===== src/rtl/bin2bcd_seq_pkg.sv =====
// Shared definitions for the sequential binary-to-BCD converter:
// parameter defaults, FSM state encoding and the bit-counter terminal value.
package bin2bcd_seq_pkg;

    localparam int WIDTH_DEF = 8;
    localparam int NDIG_DEF  = 3;

    typedef enum logic [1:0] {
        ST_IDLE  = 2'd0,
        ST_SHIFT = 2'd1,
        ST_DONE  = 2'd2
    } state_e;

    // Counter value during the last of the eight SHIFT edges.
    localparam logic [2:0] CNT_LAST = 3'd7;

endpackage


===== src/rtl/bin2bcd_seq_adj3.sv =====
// Double-dabble digit correction: adds 3 to a BCD nibble of 5 or more so that
// the following left shift carries correctly into the next decimal digit.
module bcd_adj3 (
    input  logic [3:0] digit_i,
    output logic [3:0] digit_o
);

    always_comb begin
        digit_o = digit_i;
        if (digit_i >= 4'd5) begin
            digit_o = digit_i + 4'd3;
        end
    end

endmodule


===== src/rtl/bin2bcd_seq.sv =====
// Sequential shift-and-add-3 binary-to-BCD converter, one input bit per clock.
// Handshake: start_i is sampled only in IDLE; busy_o is high while in SHIFT; done_o pulses for one cycle when new digits appear.
module bin2bcd_seq
    import bin2bcd_seq_pkg::*;
#(
    parameter int WIDTH = WIDTH_DEF,
    parameter int NDIG  = NDIG_DEF
) (
    input  logic             clk_i,
    input  logic             rst_i,
    input  logic             start_i,
    input  logic [WIDTH-1:0] bin_in_i,
    output logic             busy_o,
    output logic             done_o,
    output logic [3:0]       bcd2_o,
    output logic [3:0]       bcd1_o,
    output logic [3:0]       bcd0_o,
    output logic [1:0]       state_o
);

    localparam int SW = 4 * NDIG;

    state_e           state_q, state_d;
    logic [WIDTH-1:0] sr_q, sr_d;
    logic [SW-1:0]    scr_q, scr_d;
    logic [SW-1:0]    scr_adj;
    logic [2:0]       cnt_q, cnt_d;
    logic [SW-1:0]    dig_q, dig_d;
    logic             busy_q, busy_d;
    logic             done_q, done_d;

    for (genvar g = 0; g < NDIG; g++) begin : g_adj
        bcd_adj3 u_adj (
            .digit_i (scr_q[4*g +: 4]),
            .digit_o (scr_adj[4*g +: 4])
        );
    end

    always_comb begin
        state_d = state_q;
        sr_d    = sr_q;
        scr_d   = scr_q;
        cnt_d   = cnt_q;
        dig_d   = dig_q;
        case (state_q)
            ST_IDLE: begin
                if (start_i) begin
                    sr_d    = bin_in_i;
                    scr_d   = '0;
                    cnt_d   = '0;
                    state_d = ST_SHIFT;
                end
            end
            ST_SHIFT: begin
                // Correct every nibble first, then shift the whole {scratch, binary} pair.
                {scr_d, sr_d} = {scr_adj, sr_q} << 1;
                cnt_d = cnt_q + 3'd1;
                if (cnt_q == CNT_LAST) begin
                    dig_d   = scr_d;
                    state_d = ST_DONE;
                end
            end
            ST_DONE: begin
                state_d = ST_IDLE;
            end
            default: begin
                state_d = ST_IDLE;
            end
        endcase
        busy_d = (state_d == ST_SHIFT);
        done_d = (state_d == ST_DONE);
    end

    always_ff @(posedge clk_i) begin
        if (rst_i) begin
            state_q <= ST_IDLE;
            sr_q    <= '0;
            scr_q   <= '0;
            cnt_q   <= '0;
            dig_q   <= '0;
            busy_q  <= 1'b0;
            done_q  <= 1'b0;
        end else begin
            state_q <= state_d;
            sr_q    <= sr_d;
            scr_q   <= scr_d;
            cnt_q   <= cnt_d;
            dig_q   <= dig_d;
            busy_q  <= busy_d;
            done_q  <= done_d;
        end
    end

    assign busy_o  = busy_q;
    assign done_o  = done_q;
    assign bcd2_o  = dig_q[11:8];
    assign bcd1_o  = dig_q[7:4];
    assign bcd0_o  = dig_q[3:0];
    assign state_o = state_q;

endmodule

===== config.mk =====
export PLATFORM = sky130hd
export DESIGN_NAME = bin2bcd_seq
export DESIGN_NICKNAME = d
export VERILOG_FILES = /design/src/rtl/bin2bcd_seq_pkg.sv /design/src/rtl/bin2bcd_seq_adj3.sv /design/src/rtl/bin2bcd_seq.sv
export SDC_FILE = /design/constraint.sdc
export NUM_CORES = 1
export LEC_CHECK = 0
export CAP_MARGIN = 20
export CORE_MARGIN = 1
export CORE_UTILIZATION = 53
export DETAILED_ROUTE_END_ITERATION = 10
export HOLD_SLACK_MARGIN = 0.05
export PLACE_DENSITY = 0.8
export SLEW_MARGIN = 40
export SYNTH_ARGS = -nofsm -noshare
export SYNTH_HDL_FRONTEND = slang
export SYNTH_SLANG_ARGS = --single-unit

===== constraint.sdc =====
create_clock -name clk_i -period 1.73 [get_ports clk_i]
set_clock_uncertainty 0.05 [all_clocks]
set_input_delay 0.346 -clock clk_i [delete_from_list [all_inputs] [get_ports clk_i]]
set_output_delay 0.346 -clock clk_i [all_outputs]
set_load 0.005 [all_outputs]

Word-level counts from Yosys, hierarchy flattened
Index checks and enable logic that the tools add are counted.
{"block": "op_classes", "addsub": 4, "n_lt_le_gt_ge": 3, "eq_ne": 5, "mux": 12, "n_reduce_logical": 4}
{"operator": "12-bit one-hot mux with 2 select lines", "count": 1}
{"operator": "8-bit one-hot mux with 2 select lines", "count": 1}
{"operator": "4-bit by 3-bit greater-or-equal comparator with 1-bit output, second input constant", "count": 3}
{"operator": "12-bit two-way mux", "count": 1}
{"operator": "4-bit by 2-bit adder with 4-bit output, second input constant", "count": 2}
{"operator": "4-bit two-way mux", "count": 2}
{"operator": "8-bit two-way mux", "count": 1}
{"operator": "3-bit two-way mux", "count": 2}
{"operator": "3-bit one-hot mux with 2 select lines", "count": 1}
{"operator": "2-bit by 1-bit equality test with 1-bit output, second input constant", "count": 2}
{"operator": "2-bit two-way mux", "count": 2}
{"operator": "2-bit one-hot mux with 2 select lines", "count": 1}
{"operator": "2-bit AND reduction", "count": 2}
{"operator": "3-bit by 1-bit adder with 3-bit output, second input constant", "count": 1}
{"operator": "3-bit by 2-bit adder with 3-bit output, second input constant", "count": 1}
{"operator": "3-bit equality test, second input constant", "count": 1}
{"operator": "2-bit equality test, second input constant", "count": 1}
{"operator": "2-bit logical NOT", "count": 1}
{"operator": "2-bit != test, second input constant", "count": 1}
{"operator": "2-bit nonzero test", "count": 1}
{"block": "totals", "ff_bits": 39, "input_bits": 11, "output_inout_bits": 16, "word_cells": 35}

Depth between registers and ports, before layout
Gate-level depths: netlist of run 1.
{"block": "depth", "ltp_word": 4, "mapped_depth": 6, "ltp_nobuf": 6}

Hierarchy
A second synthesis of run 1 with hierarchy kept.
{"block": "hier_totals", "cells_unflattened": 202, "hier_area_um2": 1789.2}
{"module": "bin2bcd_seq", "n_inst": 1, "cells_each": 154, "area_per_inst_um2": 1485.2, "seq_area_each_um2": 780.7}
{"module": "bcd_adj3", "n_inst": 3, "cells_each": 16, "area_per_inst_um2": 101.3, "seq_area_each_um2": 0.0}

Least setup slack after synthesis of run 1
OpenSTA, ideal clock, no wires.
{"block": "synth_path", "path_type": "flip-flop to flip-flop", "start": "register scr_q[4]", "end": "register scr_q[6]", "setup_time_ps": 74, "arrival_ps": 1396, "required_ps": 1606, "path_slack_ps": 210, "stages_incl_launch_ff": 7, "path_buffers": 0, "period_less_slack_ps": 1520, "path_cell_list": "dfxtp_1 -> inv_1 -> ha_1 -> nand2b_1 -> a21oi_1 -> mux2_2 -> o21ai_0"}
{"block": "synth_between", "elab_chain_cells": 3, "word_cells_on_any_way": 4, "cone_classes": "1 x add/sub; 1 x order compare; 2 x mux"}
{"item": "start: declaration", "line_no": "bin2bcd_seq.sv:25", "rtl": "logic [SW-1:0] scr_q, scr_d;"}
{"item": "start signal: assignment", "line_no": "bin2bcd_seq.sv:86", "rtl": "scr_q <= scr_d;"}
{"item": "4-bit by 2-bit adder with 4-bit output / 4-bit by 3-bit greater-or-equal comparator with 1-bit output (equally long branches)", "line_no": "bin2bcd_seq_adj3.sv:11, bin2bcd_seq_adj3.sv:10"}
{"item": "4-bit two-way mux (*)", "line_no": "bin2bcd_seq_adj3.sv:10", "rtl": "if (digit_i >= 4'd5) begin"}
{"item": "12-bit one-hot mux with 2 select lines (*)", "line_no": "bin2bcd_seq.sv:45", "rtl": "case (state_q)"}
Mark *: on every way between the ends. The rest lies on a longest branch, timed or not.
A chain may end at the register's enable or synchronous reset.

Worst setup path after layout of run 1
{"block": "layout_path", "start": "register state_q[1] (netlist: state_o[1])", "end": "output state_o[1]"}
{"item": "start: declaration", "line_no": "bin2bcd_seq.sv:23", "rtl": "state_e state_q, state_d;"}
{"item": "start signal: assignment", "line_no": "bin2bcd_seq.sv:84", "rtl": "state_q <= state_d;"}
{"item": "end: declaration", "line_no": "bin2bcd_seq.sv:18", "rtl": "output logic [1:0] state_o"}
No word-level cell between the ends.

==> results of run 1 <==
flip-flops by register name (all words and copies together) (netlist names):
name	flops
scr_q	12
cnt_q	3
state_o	2
sr_q	8
busy_o	1
dig_q	12
done_o	1
repair_timing:
action | 4_1_cts | 5_1_grt
setup endpoints to repair | 2 | 6
resized for setup | 2 | 5
buffers inserted | 0 | 1
pin swaps | 0 | 1
endpoints found under the hold margin | 0 | 0
final timing paths:
check	startpoint	to	slack (ns)	cells past startpoint
worst max-delay path	state_o[1]	state_o[1]	0.07	1
worst min-delay path	sr_q[4]	sr_q[4]	0.42	2
worst max register to register	scr_q[4]	scr_q[6]	0.10	6
worst min register to register	sr_q[4]	sr_q[4]	0.42	2
synthesized netlist by cell type, types with 6 or more instances:
library cell  instances
nand3b_1              9
nand2_1              12
nor3_1                7
ha_1                  8
inv_1                10
nor2_1               18
nor3b_1               7
dfxtp_1              39
a21oi_1              11
o21ai_2               6
a211oi_1              7
o21ai_0               8
placed cells by master (no fill, tap or decap), types with 7 or more instances in the layout:
master           count
buf_4                7
nor3b_1              7
clkdlybuf4s50_1     26
a211oi_1             7
inv_1               10
dfxtp_1             38
nor3_1               7
a21oi_1              8
nand3b_1             9
nor2_1              18
nand2_1             12
o21ai_0              8
kinds of logic after synthesis:
| kind of cell | count (synthesis) |
|---|---|
| AOI/OAI and AO/OA | 48 |
| xor gates and xnor gates | 3 |
| adders and majority gates | 8 |
| buffers and inverters | 21 |
| DFF | 39 |
| muxes | 3 |
| and+or+nand+nor | 69 |
power breakdown:
group,switching [mW],total (mW),internal [mW]
clock,0.270,0.414,0.145
combinational,0.0804,0.153,0.0721
sequential,0.0132,0.932,0.919
total,0.363,1.50,1.14
final cells by class:
class | instances | share of cell area
clock buffer | 6 | 0.0193
inverter | 10 | 0.0176
multi-input combinational | 131 | 0.424
sequential | 39 | 0.367
tap | 44 | 0.0258
timing repair buffer | 33 | 0.146
through the flow:
step | std cells | util | worst slack [ns] | hold slack, ns | setup TNS (ns)
detailed placement | 256 | 0.661 | -0.0198 | 0.406 | -0.0198
floorplan | 191 | - | 0.210 | 0.387 | 0
CTS | 262 | 0.676 | 0.00997 | 0.422 | 0
global route | 263 | 0.683 | 0.0142 | 0.446 | 0
global placement | 256 | 0.661 | 0.0719 | 0.397 | 0
finish | 263 | 0.683 | 0.0716 | 0.424 | 0
layer usage:
metal / routed length (um) / vias up / GRT usage / share of wire
li1: - / 732 / - / -
met1: 1650 / 700 / 0.288 / 0.43
met2: 1950 / 41 / 0.390 / 0.51
met3: 184 / 8 / 0.0693 / 0.048
met4: 75 / 0 / 0.0963 / 0.019
met5: 0 / - / 0 / 0
==> metrics.md, run 1 <==
| Metric | Value |
|---|---|
| Outcome | finished clean |
| WP data required | 1.33 ns |
| Finish-stage setup viols | 0 |
| Post-Synth Adder-Cell Area | 0.0561 |
| Overall routing resource usage | 0.237 |
| Top post-synthesis cells by area | dfxtp_1 (44%), ha_1 (5.6%), nand3b_1 (3.8%) |
| Layout Area Growth over Synthesis | 19.6% |
| Clock transition at path regs | 0.10 ns |
| YS warnings | 0 |
| Die height | 60.0 um |
| Number of routed nets with antenna violations | 0 |
| Max FO, Critical Path | 8 |
| PD cells | 702 mW/mm^2 |
| Post-Synth Simple-Gate Area | 0.215 |
| Post-synthesis mux area share | 0.0189 |
| Post-synthesis xor/xnor area fraction | 0.0147 |
| Fin. max-slew vios | 0 |
| Largest family of logic cells by synthesized area | simple AND/OR/NAND/NOR gates |
| Multi-input gate area | 905 sq um |
| Slowest CP cell | clkdlybuf4s50_1 |
| Drt wl/cell | 14.7 um |
| Synth area leader | dfxtp_1 |
| Die ar. | 0.00360 sq mm |
| Synthesized flop and latch total | 39 |
| Ant diodes | 0 |
| Syn Inst Count | 191 |
| Root buf cell | clkbuf_4 |
| Initial drt markers | 76 |
| Sequential Area | 785 sq um |
| Share of cells above drive strength 1 | 0.169 |
| Crit path buf inv count | 1 |
| Peak supply drop | 426 uV |
| Fin nets | 239 |
| Total wire length | 3860 um |
| Critical path cell sequence | clkdlybuf4s50_1 |
| Synth async-reset ratio | 0 |
| Clock Path Buffers | 2 |
| DRC | 0 |
| Largest net degree at the start of global routing | 19 |
| Pwr Total | 1.50 mW |
| DR vias | 1481 |
| Leak pwr | 0.757 nW |
| Crit path DAT | 1.26 ns |
| Period minus WS final | 1.66 ns |
| Core area | 0.00313 sq mm |
| Number of synthesized flops with an enable pin | 0 |
| Antenna violations before repair | 0 |
| DP Wirelength | 2730 um |
| Syn_area_per_cell | 9.35 sq um |
| Worst skew pair latency | 0.34 ns |
| Cell area after layout | 0.00214 sq mm |
| Worst path max stage delay | 0.51 ns |
| Syn nets | 210 |
| Slew Limit Headroom | 0.753 |
| DIE WIDTH | 60.0 um |
| Synth top area share | 0.437 |
| Final period util | 0.959 |
| # port buffers | 26 |
| Ports | 27 |
| CTS tree | yes |
| GPL Wtd Cong | 0.811 |
| Worst Hold Class | reg -> reg |
| Final hold viol count | 0 |
| Core Rows | 20 |
| Total CTS buffers | 5 |
| Max cap viols | 0 |
| Gr ovfl total | 0 |
| Sink Count | 39 |
| Largest delay contributor family on the critical path | buffers and inverters |
| Library cells used by synthesis | 31 |
| Cell Area, Synth | 0.00179 sq mm |
| Synth Flop Type | dfxtp_1 |
| Initial core utilization | 0.571 |
| Routed vias/inst | 5.63 |
| Synth Area in Compound Gates | 0.193 |
| Fmax | 603 MHz |
| Vias in the first global route | 1379 |
| Critical Path Start Type | flop |
| Filler instances | 265 |
| Drt pass-1 iters | 4 |
| Seq/Total Area, Yosys | 0.437 |
| Placement Cell Area | 0.00207 sq mm |
| Post-CTS Hold Fix Bufs | 0 |
| RSZ-0062 raised after global routing | false |
| Worst slew pin tran | 0.371 ns |
| Crit Path Class | reg -> out |
| CP Capture Type | output pin |
| H-tree lvl count | 2 |
| First-pass GRT wire length | 6210 um |
No activity file was read; power rests on OpenSTA's default activity.
==> run 2: changes to the inputs <==
--- a/config.mk
+++ b/config.mk
@@ -10,8 +10,9 @@
 export CORE_UTILIZATION = 53
 export DETAILED_ROUTE_END_ITERATION = 10
 export HOLD_SLACK_MARGIN = 0.05
-export PLACE_DENSITY = 0.8
+export PLACE_DENSITY = 0.79
 export SLEW_MARGIN = 40
 export SYNTH_ARGS = -nofsm -noshare
 export SYNTH_HDL_FRONTEND = slang
+export SYNTH_HIERARCHICAL = 1
 export SYNTH_SLANG_ARGS = --single-unit
==> run 2 against run 1 <==
  * Worst hold slack lost 0.014 ns
  * Power grew 11%
  * Non-clock buffer count shrank 2
  * Sequential share of layout area shrank 0.076 points
  * Final area grew 0.53%
  * Clock power grew 40%
  * Utilization grew 0.91 points
  * Setup slack gained 0.032 ns
  * Clock-buffer cell count is the same
  * Via count shrank 2.6%
  * Combinational power shrank 5%
  * First-iteration DRC count shrank 17%
  * Critical path type unchanged
  * Critical endpoint is now state_o[0]
  * Largest power group unchanged
==> metrics.md, run 2 <==
| Metric | Value |
|---|---|
| Largest regs | dig_q x12, scr_q x12, sr_q x8 |
| Final core occ | 0.692 |
| Crit path launch | state_o[0] |
| Slowest CP cell | clkdlybuf4s50_1 |
| DP Wirelength | 2390 um |
| Gr ovfl total | 0 |
| Fmax | 615 MHz |
| Worst path max stage delay | 0.51 ns |
| Total wire length | 3390 um |
| Syn_area_per_cell | 8.94 sq um |
| Crit path to | state_o[0] |
| Critical path cell sequence | clkdlybuf4s50_1 |
| Antenna violations before repair | 0 |
| Cell area after layout | 0.00215 sq mm |
| FF-to-FF Start | scr_q[1] |
| PD cells | 773 mW/mm^2 |
| # port buffers | 26 |
| Finish-stage setup viols | 0 |
| Routed vias/inst | 5.34 |
| Fin nets | 245 |
| Period minus WS final | 1.63 ns |
| Die height | 59.8 um |
| Most common cell after layout, fill and taps aside | dfxtp_1 |
| Clock transition at path regs | 0.12 ns |
| Root buf cell | clkbuf_4 |
| WP depth | 1 |
| Worst slew pin tran | 0.699 ns |
| RSZ-0062 raised after global routing | false |
| DIE WIDTH | 59.8 um |
| WP data required | 1.33 ns |
| Ant diodes | 0 |
| Core Rows | 20 |
| Comb pwr share | 0.088 |
| Int Pwr | 1.29 mW |
| Largest net degree at the start of global routing | 29 |
| Final period util | 0.940 |
| Clock Path Buffers | 2 |
| Core area | 0.00310 sq mm |
| Hold Slack | 0.410 ns |
| Largest delay contributor family on the critical path | buffers and inverters |
| Syn Inst Count | 198 |
| Filler-free cell count of the finished design | 270 |
| Worst Hold Class | reg -> reg |
| CTS tree | yes |
| Drt pass-1 iters | 4 |
| Vias in the first global route | 1459 |
| Clk pwr share | 0.349 |
| Net Switching | 0.372 mW |
| Net Sw Frac | 0.224 |
| Ports | 27 |
| Critical Path Start Type | flop |
| Cell Area, Synth | 0.00177 sq mm |
| Total CTS buffers | 5 |
| Overall routing resource usage | 0.220 |
| Die ar. | 0.00357 sq mm |
| Crit path DAT | 1.23 ns |
| H-tree lvl count | 2 |
| Initial drt markers | 63 |
| Leak pwr | 0.846 nW |
| CP Capture Type | output pin |
| Max cap viols | 0 |
| Crit path buf inv count | 1 |
| R2R Path End | scr_q[2] |
| Layout Area Growth over Synthesis | 21.4% |
| Drt wl/cell | 12.6 um |
| Peak supply drop | 636 uV |
| Reg2Reg Setup Slack | 0.12 ns |
| Outcome | finished clean |
| DRC | 0 |
| Worst skew pair latency | 0.34 ns |
| Crit Path Class | reg -> out |
| Max FO, Critical Path | 6 |
| Post-CTS Hold Fix Bufs | 0 |
| Syn nets | 217 |
| GPL Wtd Cong | 0.867 |
| Worst reg-to-reg path cell count | 7 |
| Fin. max-slew vios | 0 |
| Final hold viol count | 0 |
| Slew Limit Headroom | 0.534 |
| DR vias | 1443 |
| Most frequent cells in the layout | dfxtp_1 (36), nand2_1 (35), nor2_1 (28), clkdlybuf4s50_1 (26) |
| Initial core utilization | 0.570 |
| First-pass GRT wire length | 5900 um |
| Share of cells above drive strength 1 | 0.111 |
| Pwr Total | 1.66 mW |
| YS warnings | 6 |
| Inst Count DP | 263 |
| Sink Count | 39 |
| Placement Cell Area | 0.00207 sq mm |
| Seq pwr share | 0.563 |
| Number of routed nets with antenna violations | 0 |
-- run 2: cell count changes in the layout (fill, tap and decap cells not counted), sizes merged, moves of 7 or more --
cell	before	now
nand2	13	35
a22oi	3	14
o21ai	14	4
mux2i	0	9
nand3b	9	1
nor2	21	28
nor3b	7	0
-- run 2: layer usage --
| metal | track usage | share of wire | routed length, um |
|---|---|---|---|
| met1 | 0.243 | 0.46 | 1550 |
| met2 | 0.390 | 0.51 | 1720 |
| met3 | 0.0628 | 0.028 | 95 |
| met4 | 0.0930 | 0.0088 | 30 |
| met5 | 0 | 0 | 0 |
-- run 2: layout make-up --
| type | count | area [sq um] |
|---|---|---|
| clock buffers | 6 | 41.3 |
| inverters | 6 | 22.5 |
| repair buffers | 31 | 310 |
| well taps | 44 | 55.1 |
| fillers | 256 | 956 |
| flip-flops and latches | 39 | 787 |
| clock inverters | 1 | 30.0 |
| multi-input cells | 143 | 901 |
-- run 2: metrics by stage --
step / worst slack (ns) / setup TNS [ns]
global route: 0.0169 / 0
global placement: -0.0257 / -0.0511
floorplan: 0.329 / 0
detailed placement: -0.0996 / -1.21
CTS: 0.0125 / 0
finish: 0.103 / 0
-- run 2: worst min path at each step --
stage / startpoint / to / slack, ns / cells after the start
3_5_place_dp: dig_q[6] / dig_q[6] / 0.40 / 2
2_1_floorplan: sr_q[7] / dig_q[0] / 0.39 / 2
6_report: dig_q[6] / dig_q[6] / 0.41 / 2
4_1_cts: dig_q[6] / dig_q[6] / 0.41 / 2
5_1_grt: dig_q[6] / dig_q[6] / 0.44 / 2
3_3_place_gp: dig_q[10] / dig_q[10] / 0.39 / 2
-- run 2: repair_timing --
action | CTS | global route
pin swaps | 0 | 1
buffers inserted | 0 | 0
setup endpoints to repair | 1 | 3
resized for setup | 1 | 3
-- run 2: power by group through the flow --
stage | clock network (mW) | registers [mW] | logic [mW]
final | 0.580 | 0.935 | 0.146
after global routing | 0.625 | 0.938 | 0.160
after CTS | 0.589 | 0.936 | 0.147
after detailed placement | 0 | 0.956 | 0.147
after global placement | 0 | 0.955 | 0.140
after floorplan | 0 | 0.953 | 0.0992
==> run 3: changes to the inputs <==
--- a/config.mk
+++ b/config.mk
@@ -11,7 +11,6 @@
 export DETAILED_ROUTE_END_ITERATION = 10
 export HOLD_SLACK_MARGIN = 0.05
 export PLACE_DENSITY = 0.79
-export SLEW_MARGIN = 40
 export SYNTH_ARGS = -nofsm -noshare
 export SYNTH_HDL_FRONTEND = slang
 export SYNTH_HIERARCHICAL = 1
==> results of run 3 <==
Final layout, timing and power as in run 2 (identical DEF).
